==> config.mk <==
export PLATFORM = sky130hd
export DESIGN_NAME = axi_slave_arbiter_flat
export DESIGN_NICKNAME = d
export VERILOG_FILES = /design/src/rtl/axi_slave_arbiter_if.sv /design/src/rtl/axi_slave_arbiter.sv /design/src/flat_wrapper.sv
export SDC_FILE = /design/constraint.sdc
export NUM_CORES = 1
export LEC_CHECK = 0
export BUFFER_PORTS_ARGS = -buffer_cell sky130_fd_sc_hd__buf_2
export CORE_ASPECT_RATIO = 1.25
export CORE_MARGIN = 3
export CORE_UTILIZATION = 30
export DETAILED_ROUTE_END_ITERATION = 8
export GPL_TIMING_DRIVEN = 0
export PLACE_DENSITY = 0.57
export SLEW_MARGIN = 5
export SYNTH_ARGS = -nofsm -noshare
export SYNTH_HDL_FRONTEND = slang
export SYNTH_SLANG_ARGS = --single-unit
==> constraint.sdc <==
create_clock -name clk -period 11.1 [get_ports clk]
set_clock_uncertainty 0.15 [all_clocks]
set_input_delay 2.22 -clock clk [delete_from_list [all_inputs] [get_ports clk]]
set_output_delay 2.22 -clock clk [all_outputs]
set_load 0.01 [all_outputs]
==> src/rtl/axi_slave_arbiter_if.sv <==
// Request/handshake inputs and registered grant outputs of one slave's arbiter.
// The slave modport is the arbiter side; the master modport is the interconnect side.
interface axi_slave_arbiter_if #(
  parameter int NUM_REQ  = 3,
  parameter int REQ_BITS = 2
);
  logic [NUM_REQ-1:0]  ar_req;
  logic [NUM_REQ-1:0]  aw_req;
  logic                ar_hs;
  logic                aw_hs;
  logic                r_last_hs;
  logic                b_hs;
  logic                grant_valid;
  logic [REQ_BITS-1:0] grant_id;
  logic                grant_write;
  logic                addr_phase;
  logic                data_phase;
  logic                err_timeout;

  modport slave (
    input  ar_req, aw_req, ar_hs, aw_hs, r_last_hs, b_hs,
    output grant_valid, grant_id, grant_write, addr_phase, data_phase, err_timeout
  );

  modport master (
    output ar_req, aw_req, ar_hs, aw_hs, r_last_hs, b_hs,
    input  grant_valid, grant_id, grant_write, addr_phase, data_phase, err_timeout
  );
endinterface

==> src/rtl/axi_slave_arbiter.sv <==
// Per-slave round-robin arbiter with a registered transaction lock held from
// the address phase until the final R beat or the B handshake.
module axi_slave_arbiter #(
  parameter int NUM_REQ  = 3,
  parameter int REQ_BITS = 2,
  parameter int TIMEOUT  = 1023
) (
  input logic              clk,
  input logic              rstn,
  axi_slave_arbiter_if.slave bus
);

  localparam int CNT_BITS = $clog2(TIMEOUT + 1);

  typedef enum logic [1:0] {IDLE, ADDR, DATA} state_t;

  state_t              state;
  logic [REQ_BITS-1:0] ptr;
  logic [CNT_BITS-1:0] cnt;
  logic [NUM_REQ-1:0]  wf;

  logic [2*NUM_REQ-1:0] ar_rot;
  logic [2*NUM_REQ-1:0] aw_rot;
  logic [2*NUM_REQ-1:0] wf_rot;

  logic                found;
  logic [REQ_BITS-1:0] offset;
  logic                sel_ar;
  logic                sel_aw;
  logic                sel_wf;
  logic [REQ_BITS-1:0] winner;
  logic [REQ_BITS-1:0] ptr_next;
  logic                pick_write;
  logic                both_sel;
  logic                addr_done;
  logic                data_done;

  function automatic logic [REQ_BITS-1:0] mod_add(input logic [REQ_BITS-1:0] a,
                                                  input logic [REQ_BITS-1:0] b);
    logic [REQ_BITS:0] s;
    s = {1'b0, a} + {1'b0, b};
    if (s >= (REQ_BITS+1)'(NUM_REQ)) s = s - (REQ_BITS+1)'(NUM_REQ);
    return s[REQ_BITS-1:0];
  endfunction

  // Rotating by ptr turns the round-robin scan into a plain lowest-bit-first search.
  assign ar_rot = {bus.ar_req, bus.ar_req} >> ptr;
  assign aw_rot = {bus.aw_req, bus.aw_req} >> ptr;
  assign wf_rot = {wf, wf} >> ptr;

  always_comb begin
    found  = 1'b0;
    offset = '0;
    sel_ar = 1'b0;
    sel_aw = 1'b0;
    sel_wf = 1'b0;
    for (int k = 0; k < NUM_REQ; k++) begin
      if (!found && (ar_rot[k] || aw_rot[k])) begin
        found  = 1'b1;
        offset = REQ_BITS'(k);
        sel_ar = ar_rot[k];
        sel_aw = aw_rot[k];
        sel_wf = wf_rot[k];
      end
    end
  end

  assign winner     = mod_add(ptr, offset);
  assign ptr_next   = mod_add(winner, REQ_BITS'(1));
  assign both_sel   = sel_ar && sel_aw;
  assign pick_write = sel_aw && (!sel_ar || sel_wf);
  assign addr_done  = bus.grant_write ? bus.aw_hs : bus.ar_hs;
  assign data_done  = bus.grant_write ? bus.b_hs  : bus.r_last_hs;

  always_ff @(posedge clk) begin
    if (!rstn) begin
      state           <= IDLE;
      ptr             <= '0;
      cnt             <= '0;
      wf              <= '1;
      bus.grant_valid <= 1'b0;
      bus.grant_id    <= '0;
      bus.grant_write <= 1'b0;
      bus.addr_phase  <= 1'b0;
      bus.data_phase  <= 1'b0;
      bus.err_timeout <= 1'b0;
    end else begin
      case (state)
        IDLE: begin
          if (found) begin
            state           <= ADDR;
            ptr             <= ptr_next;
            cnt             <= '0;
            bus.grant_valid <= 1'b1;
            bus.grant_id    <= winner;
            bus.grant_write <= pick_write;
            bus.addr_phase  <= 1'b1;
            bus.data_phase  <= 1'b0;
            for (int i = 0; i < NUM_REQ; i++) begin
              if (both_sel && (winner == REQ_BITS'(i))) wf[i] <= ~wf[i];
            end
          end
        end
        ADDR: begin
          if (addr_done) begin
            state          <= DATA;
            bus.addr_phase <= 1'b0;
            bus.data_phase <= 1'b1;
          end
        end
        DATA: begin
          if (data_done) begin
            state           <= IDLE;
            bus.grant_valid <= 1'b0;
            bus.grant_id    <= '0;
            bus.grant_write <= 1'b0;
            bus.data_phase  <= 1'b0;
          end
        end
        default: state <= IDLE;
      endcase

      // The timeout only flags a stuck lock; it never releases the grant.
      if (state != IDLE) begin
        if (cnt != CNT_BITS'(TIMEOUT)) cnt <= cnt + 1'b1;
        if (cnt >= CNT_BITS'(TIMEOUT - 1)) bus.err_timeout <= 1'b1;
      end
    end
  end

endmodule

==> src/flat_wrapper.sv <==
// flat-port wrapper written by rule: the top's interface ports become plain ports
module axi_slave_arbiter_flat 
#(
  parameter int NUM_REQ  = 3,
  parameter int REQ_BITS = 2,
  parameter int TIMEOUT  = 1023
)
  (clk, rstn, bus_ar_req, bus_aw_req, bus_ar_hs, bus_aw_hs, bus_r_last_hs, bus_b_hs, bus_grant_valid, bus_grant_id, bus_grant_write, bus_addr_phase, bus_data_phase, bus_err_timeout);
  axi_slave_arbiter_if #(.NUM_REQ(NUM_REQ), .REQ_BITS(REQ_BITS)) bus_i ();
  input logic clk;
  input logic rstn;
  input wire logic [$bits(bus_i.ar_req)-1:0] bus_ar_req;
  input wire logic [$bits(bus_i.aw_req)-1:0] bus_aw_req;
  input wire logic [$bits(bus_i.ar_hs)-1:0] bus_ar_hs;
  input wire logic [$bits(bus_i.aw_hs)-1:0] bus_aw_hs;
  input wire logic [$bits(bus_i.r_last_hs)-1:0] bus_r_last_hs;
  input wire logic [$bits(bus_i.b_hs)-1:0] bus_b_hs;
  output wire logic [$bits(bus_i.grant_valid)-1:0] bus_grant_valid;
  output wire logic [$bits(bus_i.grant_id)-1:0] bus_grant_id;
  output wire logic [$bits(bus_i.grant_write)-1:0] bus_grant_write;
  output wire logic [$bits(bus_i.addr_phase)-1:0] bus_addr_phase;
  output wire logic [$bits(bus_i.data_phase)-1:0] bus_data_phase;
  output wire logic [$bits(bus_i.err_timeout)-1:0] bus_err_timeout;
  assign bus_i.ar_req = bus_ar_req;
  assign bus_i.aw_req = bus_aw_req;
  assign bus_i.ar_hs = bus_ar_hs;
  assign bus_i.aw_hs = bus_aw_hs;
  assign bus_i.r_last_hs = bus_r_last_hs;
  assign bus_i.b_hs = bus_b_hs;
  assign bus_grant_valid = bus_i.grant_valid;
  assign bus_grant_id = bus_i.grant_id;
  assign bus_grant_write = bus_i.grant_write;
  assign bus_addr_phase = bus_i.addr_phase;
  assign bus_data_phase = bus_i.data_phase;
  assign bus_err_timeout = bus_i.err_timeout;
  axi_slave_arbiter #(.NUM_REQ(NUM_REQ), .REQ_BITS(REQ_BITS), .TIMEOUT(TIMEOUT)) u_core (.clk(clk), .rstn(rstn), .bus(bus_i));
endmodule
Word level (Yosys, flattened, before mapping)
Cells that the tools add are included.
{"block": "op_classes", "n_addsub": 5, "n_mux": 38, "n_lt_le_gt_ge": 3, "shift": 3, "bitwise": 3, "n_eq_ne": 8, "reduce_logical": 29}
{"op": "two-way mux 10 bit", "count": 4}
{"op": "two-way mux 1 bit", "count": 21}
{"op": "AND reduction 3 bit", "count": 6}
{"op": ">> shifter 6 x 2 -> 3 bit", "count": 3}
{"op": "two-way mux 2 bit", "count": 7}
{"op": "adder 10 x 1 -> 10 bit, second input constant", "count": 1}
{"op": "greater-or-equal comparator 10 bit, second input constant", "count": 1}
{"op": "inequality test 10 bit, second input constant", "count": 1}
{"op": "logical AND 1 bit", "count": 7}
{"op": "greater-or-equal comparator 3 x 2 -> 1 bit, second input constant", "count": 2}
{"op": "inequality test 2 x 1 -> 1 bit, second input constant", "count": 3}
{"op": "one-hot mux 1 bit (2 select lines)", "count": 3}
{"op": "one-hot mux 2 bit (3 select lines)", "count": 1}
{"op": "nonzero test 2 bit", "count": 3}
{"op": "== test 2 x 1 -> 1 bit, second input constant", "count": 2}
{"op": "== test 2 bit, second input constant", "count": 2}
{"op": "logical NOT 2 bit", "count": 2}
{"op": "logical OR 1 bit", "count": 4}
{"op": "one-hot mux 2 bit (2 select lines)", "count": 1}
{"op": "AND reduction 2 bit", "count": 2}
{"op": "AND reduction 4 bit", "count": 1}
{"op": "subtractor 2 bit, second input constant", "count": 2}
{"op": "adder 2 x 1 -> 3 bit, second input constant", "count": 1}
{"op": "adder 2 x 2 -> 3 bit", "count": 1}
{"op": "other kinds (4)", "count": 8}
{"block": "word_totals", "word_cells": 101, "output_inout_bits": 7, "reg_bits": 24}

Depth between registers and ports, before layout
Gate-level depths: netlist of run 1.
{"block": "logic_depth", "depth_word": 15, "depth_mapped": 17}

Worst setup path before layout of run 1
Ideal clock, no wire load.
{"block": "synth_path", "path_kind": "input port to flip-flop", "startpoint": "input port bus_aw_req[0]", "endpoint": "register u_core.wf[1]", "setup_slack_ps": 5877, "stages": 15, "setup_ps": 123, "arrival_time_ps": 4950, "n_path_buf": 0, "cell_sequence": "mux2i_1 > mux2_2 > nand2_1 > a21oi_1 > ha_1 > inv_1 > fa_1 > inv_1 > ha_1 > nor2b_1 > nand3_1 > o21ai_0 > inv_1 > nor4_1 > mux2_1"}
{"block": "synth_between", "elab_chain_len": 15, "word_cells_on_any_way": 27, "classes_between": "add/sub (2); order compare (1); eq/ne (1); shift (1); mux (12); reduce/logical (10)"}
{"element": "from (decl)", "line": "flat_wrapper.sv:13", "source": "input wire logic [$bits(bus_i.aw_req)-1:0] bus_aw_req;"}
{"element": ">> shifter 6 x 2 -> 3 bit *", "line": "axi_slave_arbiter.sv:48", "source": "assign aw_rot = {bus.aw_req, bus.aw_req} >> ptr;"}
{"element": "logical OR 1 bit", "line": "axi_slave_arbiter.sv:58", "source": "if (!found && (ar_rot[k] || aw_rot[k])) begin"}
{"element": "two-way mux 1 bit", "line": "axi_slave_arbiter.sv:58"}
{"element": "logical NOT 1 bit", "line": "axi_slave_arbiter.sv:58"}
{"element": "logical AND 1 bit", "line": "axi_slave_arbiter.sv:58"}
{"element": "two-way mux 1 bit", "line": "axi_slave_arbiter.sv:58"}
{"element": "logical NOT 1 bit", "line": "axi_slave_arbiter.sv:58"}
{"element": "logical AND 1 bit", "line": "axi_slave_arbiter.sv:58"}
{"element": "two-way mux 2 bit", "line": "axi_slave_arbiter.sv:58"}
{"element": "adder 2 x 2 -> 3 bit", "line": "axi_slave_arbiter.sv:41", "source": "s = {1'b0, a} + {1'b0, b};"}
{"element": "greater-or-equal comparator 3 x 2 -> 1 bit / subtractor 2 bit (equally long branches)", "line": "axi_slave_arbiter.sv:42", "source": "if (s >= (REQ_BITS+1)'(NUM_REQ)) s = s - (REQ_BITS+1)'(NUM_REQ);"}
{"element": "two-way mux 2 bit", "line": "axi_slave_arbiter.sv:42"}
{"element": "== test 2 x 1 -> 1 bit", "line": "axi_slave_arbiter.sv:100", "source": "if (both_sel && (winner == REQ_BITS'(i))) wf[i] <= ~wf[i];"}
{"element": "logical AND 1 bit", "line": "axi_slave_arbiter.sv:100"}
{"element": "AND reduction 3 bit (no source line) *"}
{"element": "to (signal, indexed assignment)", "line": "axi_slave_arbiter.sv:100"}
{"element": "to (decl)", "line": "axi_slave_arbiter.sv:20", "source": "logic [NUM_REQ-1:0] wf;"}
Every way passes the cells marked *; elsewhere a longest branch is shown, timed or not.
A chain may end at the register's enable or synchronous reset.

Worst setup path in the final report of run 1
Same ends and word-level chain as after synthesis.

==> metrics.txt, run 1 <==
Layout area overhead 14.8%; Yosys reg bits 24; Hold Worst Slack around 330 ps; Reg area roughly 480 um2; # diodes 0; post-synthesis mux area share 17.3%; Reg2Reg Depth 16; final period utilization about half; Clock power frac 18.5%; synth top area cells dfxtp_1, mux2i_1, mux2_2, nand2_1, ha_1; number of max-cap violations 0; TritonCTS clock tree done; grt total ovfl 0; post-layout min period 5430 ps; post-synthesis sequential area ratio between 30% and 40%; final hold vios 0; Int Power 250 uW; post-synthesis instance total between 150 and 200; vias per inst 5.04; post-synthesis cell type count a little under 50; register share of total power a little over a quarter; vias post-DR 1300; HPWL Detailed about 2600 um; largest family of logic cells by synthesized area simple AND/OR/NAND/NOR gates; Setup crit start kind input pin; Post-Syn Area 1570 um2; Req. time, crit path about 11000 ps; synth cell count leaders dfxtp_1, nand2_1, nor2_1; clock buffer depth 2; vias in the first global route 1279; Compound-Gate Fraction of Synth Area 17.0%; root buf cell clkbuf_8; CTS sink count 24; first-pass GRT wire length ~5700 um; fin nets around 220; number of flops mapped to enable cells by yosys 0; syn_nets between 150 and 200; worst skew pair latency 270 ps; fmax approximately 0.18 GHz; Min-Delay Path Class reg2reg; Filler cells about 520; final setup vio count 0; area fraction of the dominant cell type after synthesis between 30% and 40%; die width around 71 um; postcts setup bufs 0; Hold Path Origin u_core.bus.grant_id[1]; Arr. time, crit path 5440 ps; floorplan row count 28; H-tree lvl count 1; Critical R2R Launch u_core.ptr[1]; Multi-input gate area slightly above 1000 um2; Comb pwr share 54.4%; Peak VDD IR roughly 0.000065 V; hold buffer count at CTS 0; Final Wtd Congestion approximately 0.73; Least-Margin Pin Slew 474 ps; Rel. slew slack roughly two thirds; Top-Level Pins 19; leakage power 0.000674 uW; final setup TNS 0 ps; asr flop ratio synth 0%; Power, Total between 400 and 500 uW; Synth Flop Type dfxtp_1; XOR/XNOR share of the synthesized area under 10%; WL/cell ~13 um; Slew Viols, Final 0; placed standard-cell area 1730 um2; Pre-Repair DR Iteration Count 4; Hold EP u_core.bus.grant_id[1]; Finished Cell Area about 1800 um2; adder-cell share of the synthesized area ~5.3%; DRC viols 0; core area a little under 5000 um2; RSZ-0062 raised after global routing no; DRC violation total after the first TritonRoute iteration 50; Post-Syn Area per Cell just under 9 um2; Synth warnings 0; NetSw 179 uW; Detail Route Antenna Nets 0; Synth Area in Simple Gates between 20% and 30%; Clock transition at path regs ~90 ps; r2r setup slk around 7100 ps; layout cells sized above 1 21.2%; end of the worst register-to-register path u_core.wf[1]; critical path fanouts, max 4; WHS Path Cells 1; largest net degree at the start of global routing 15; result of the run complete, no violations; nature of the critical path endpoint register; port buffer count 17; Detailed Route WL approximately 3300 um; area leader, netlist dfxtp_1; post-CTS resize count 0; die height 86.8 um; Total GRT Usage between 10 and 15%; Die ar. 6130 um2; Initial Utilization 31.9%; antenna violations before repair 0; Cell Pwr Density roughly 240 nW/um2; Num CTS Buffers 3; switch share between 40% and 50%; Crit Path Class in2reg; top-count cell post-synth dfxtp_1
## cells by family after synthesis
kind of cell	count (synthesis)
simple gates	62
buf+inv	14
compound gates	38
xor+xnor	8
fa+ha+maj	6
mux	25
flops	24
## sequential cells by signal, indices dropped and copies added (netlist names), 2 cells and up
| register | cells |
|---|---|
| u_core.bus.grant_id | 2 |
| u_core.cnt | 10 |
| u_core.ptr | 2 |
| u_core.state | 2 |
| u_core.wf | 3 |
## power by group through the flow
stage                     Sequential, uW  Combinational (uW)  Clock, uW
final                                117                 233       79.1
after global routing                 120                 263       84.2
after CTS                            117                 236       80.9
after detailed placement             119                 235          0
after global placement               118                 232          0
after floorplan                      120                 182          0
## cell type report
class	instances	share of cell area [%]
plain buffers	5	1.74
clock buffers	3	2.30
clock inverters	1	1.67
inverters	9	1.88
multi-input cells	139	56.8
flip-flops and latches	24	26.7
well taps	60	4.18
repair buffers	17	4.73
## critical path, cell delays in order
cell	delay (ps)
buf_2	100
mux2i_1	240
mux2_2	280
nand2_1	80
a21oi_1	190
ha_1	180
inv_1	50
fa_1	550
inv_1	60
ha_1	170
nor2b_1	220
nand3_1	100
o21ai_0	190
inv_1	130
nor4_1	310
mux2_1	360
## layer usage
metal	vias up	global-route usage (%)	wire, um
met5	-	0	0
met4	0	6.50	112
met3	9	1.39	97
met2	22	19.9	1540
met1	591	13.6	1560
li1	678	-	-
## per-stage QoR
step	util [%]	worst slack [ps]	cells
floorplan	-	5880	177
finish	36.7	5670	258
CTS	36.7	5630	258
detailed placement	35.2	5350	254
global route	36.7	5300	258
global placement	35.2	5410	254
## cell usage in the layout (no fill, tap or decap), types with 2 or more instances in the layout
cell,instances
dfxtp_1,24
buf_2,18
nand2_1,17
nor2_1,15
mux2i_1,14
a21oi_1,10
inv_1,9
o21ai_0,7
mux2_2,6
nand3_1,5
ha_1,5
xnor2_1,4
xor2_1,4
nand2b_1,4
mux2i_2,3
nor3_1,3
and4_1,3
o21a_1,3
a21boi_0,3
clkbuf_8,3
and3_1,2
nand4_1,2
a31oi_1,2
clkbuf_1,2
a32o_1,2
nor4_1,2
mux2_1,2
## worst max-delay path by stage
stage	startpoint	end	slack, ps
after floorplan	bus_aw_req[0]	u_core.wf[1]	5880
after global placement	bus_aw_req[0]	u_core.wf[1]	5410
after detailed placement	bus_aw_req[0]	u_core.wf[1]	5350
after CTS	bus_aw_req[0]	u_core.wf[1]	5630
after global routing	bus_aw_req[0]	u_core.wf[1]	5300
final	bus_aw_req[0]	u_core.wf[1]	5670
No activity file was read; power rests on OpenSTA's default activity.
==> run 2, diff against run 1 <==
--- a/config.mk
+++ b/config.mk
@@ -11,7 +11,7 @@
 export CORE_UTILIZATION = 30
 export DETAILED_ROUTE_END_ITERATION = 8
 export GPL_TIMING_DRIVEN = 0
-export PLACE_DENSITY = 0.57
+export PLACE_DENSITY = 0.58
 export SLEW_MARGIN = 5
 export SYNTH_ARGS = -nofsm -noshare
 export SYNTH_HDL_FRONTEND = slang
==> constraint.sdc (replaced) <==
create_clock -name clk -period 4.4 [get_ports clk]
set_clock_uncertainty 0.15 [all_clocks]
set_input_delay 0.88 -clock clk [delete_from_list [all_inputs] [get_ports clk]]
set_output_delay 0.88 -clock clk [all_outputs]
set_load 0.01 [all_outputs]
==> metrics.txt, run 2 (synthesis gave the netlist of run 1 again) <==
CP cell instances buf_2, mux2i_2, mux2_2, nand2_1, a21oi_1, ha_1, inv_1, fa_1, inv_1, ha_1, nor2b_1, nand3_1, o21ai_0, inv_1, nor4_2, mux2_1; postcts setup bufs 0 (unchanged); grt total ovfl 0 (unchanged); WL/cell 12.4 um (-3.4%); layout cells sized above 1 22.2% (+1.0 points); Total GRT Usage 11.2% (-0.24 points); floorplan row count 28 (unchanged); Die ar. 6130 um2 (unchanged); Detail Route Antenna Nets 0 (unchanged); Least-Margin Pin Slew 473 ps (-1.09 ps); placed cells 254 (unchanged); fin worst setup slack 360 ps (-5310 ps); max FFs per register 10 (unchanged); Slew Viols, Final 0 (unchanged); core area 4900 um2 (unchanged); Detailed Route WL 3200 um (-3.4%); hold buffer count at CTS 0 (unchanged); RSZ-0062 raised after global routing no; fin nets 217 (unchanged); root buf cell clkbuf_8; most common cell after layout, fill and taps aside dfxtp_1; leakage power 0.000676 uW (+0.32%); M1 wire length 1390 um (-11%); post-layout min period roughly 4000 ps; Rel. slew slack 68.4% (+0.41 points); die width 70.6 um (unchanged); clock buffer depth 2 (unchanged); final setup TNS 0 ps (unchanged); HPWL Detailed 2540 um (-2.3%); slowest cell on the critical path fa_1; number of max-cap violations 0 (unchanged); Initial Utilization 31.9% (unchanged); nature of the critical path endpoint register; Setup crit start kind input pin; port buffer count 17 (unchanged); CTS sink count 24 (unchanged); Layout Utilization 36.9% (+0.20 points); result of the run complete, no violations; final setup vio count 0 (unchanged); vias per inst 4.98 (-1.1%); vias post-DR 1286 (-1.1%); Final Non-Filler Cells 258 (unchanged); fmax about 0.25 GHz; antenna violations before repair 0 (unchanged); # diodes 0 (unchanged); Top reg by flops u_core.cnt; final hold vios 0 (unchanged); Num CTS Buffers 3 (unchanged); final period utilization ~90%; DRC viols 0 (unchanged); largest net degree at the start of global routing 15 (unchanged); met2 WL 1660 um (+8.1%); Regs by FF count u_core.cnt: 10 flops, u_core.wf: 3 flops; DR WL met3 90 um (-7.2%); Cell Pwr Density 598 nW/um2 (+150%); worst skew pair latency 270 ps (about the same); first-pass GRT wire length 5640 um (-1.1%); pre-CTS setup slack -6.33 ps (-5350 ps); critical path fanouts, max 4 (unchanged); DRC violation total after the first TritonRoute iteration 24 (-52%); die height 86.8 um (unchanged); Pre-Repair DR Iteration Count 4 (unchanged); Crit Path Class in2reg; Min-Delay Path Class reg2reg; Clock transition at path regs 90 ps (about the same); Arr. time, crit path 4050 ps (-1390 ps); most frequent cells in the layout dfxtp_1, buf_2, nand2_1; Hold Worst Slack 321 ps (-13.2 ps); Top-Level Pins 19 (unchanged); Final Wtd Congestion 0.789 (+7.5%); CP max stage delay 550 ps (about the same); crit-path most repeated cell inv_1; TritonCTS clock tree done; Peak VDD IR 0.000183 V (+180%); top layer in use met4; vias in the first global route 1301 (+1.7%); Layout area overhead 15.4%; H-tree lvl count 1 (unchanged); Req. time, crit path 4410 ps (-6700 ps)
==> run 2: changes by cell type in the layout (fill, tap and decap cells not counted) <==
cell     delta
nor4_2      +1
mux2i_1     -1
nor4_1      -1
mux2i_2     +1
==> run 2: critical path: cells and delay by family <==
family | cells | cell delay, ps
adders and majority gates | 3 | 910
muxes | 3 | 860
and+or+nand+nor | 4 | 650
AOI/OAI and AO/OA | 2 | 390
buffers and inverters | 4 | 360
==> run 2: per-layer routing <==
layer | global-route usage [%] | vias up
met2 | 21.2 | 14
met1 | 12.6 | 589
met5 | 0 | -
met4 | 4.27 | 0
li1 | - | 678
met3 | 1.62 | 5
==> run 2: timing repair <==
action,4_1_cts,5_1_grt
resized for setup,0,2
endpoints found under the setup margin,0,1
hold endpoints to repair,0,0
==> run 2: area by class of cell <==
cell class | instances | area, um2
tap | 60 | 75.1
timing repair buffer | 17 | 85.1
clock buffer | 3 | 41.3
clock inverter | 1 | 30.0
sequential | 24 | 480
buffer | 5 | 31.3
multi-input combinational | 139 | 1030
fill | 539 | 3100
inverter | 9 | 33.8
==> run 2: final timing paths <==
kind,startpoint,end,slack (ps),cells after the start
max,bus_ar_req[0],u_core.wf[1],360,16
min,u_core.bus.grant_id[1],u_core.bus.grant_id[1],320,1
max reg2reg,u_core.ptr[1],u_core.wf[1],440,16
min reg2reg,u_core.bus.grant_id[1],u_core.bus.grant_id[1],320,1
==> run 2: where the power goes <==
part / switching (uW) / internal (uW) / total [uW]
combinational: 338 / 255 / 592
sequential: 34.4 / 261 / 295
clock: 71.5 / 122 / 193
==> run 2: stage by stage <==
stage                     instance area, um2  power, uW
after floorplan                         1570        761
final                                   1810       1080
after CTS                               1800       1080
after detailed placement                1730        882
after global placement                  1730        876
after global routing                    1810       1190
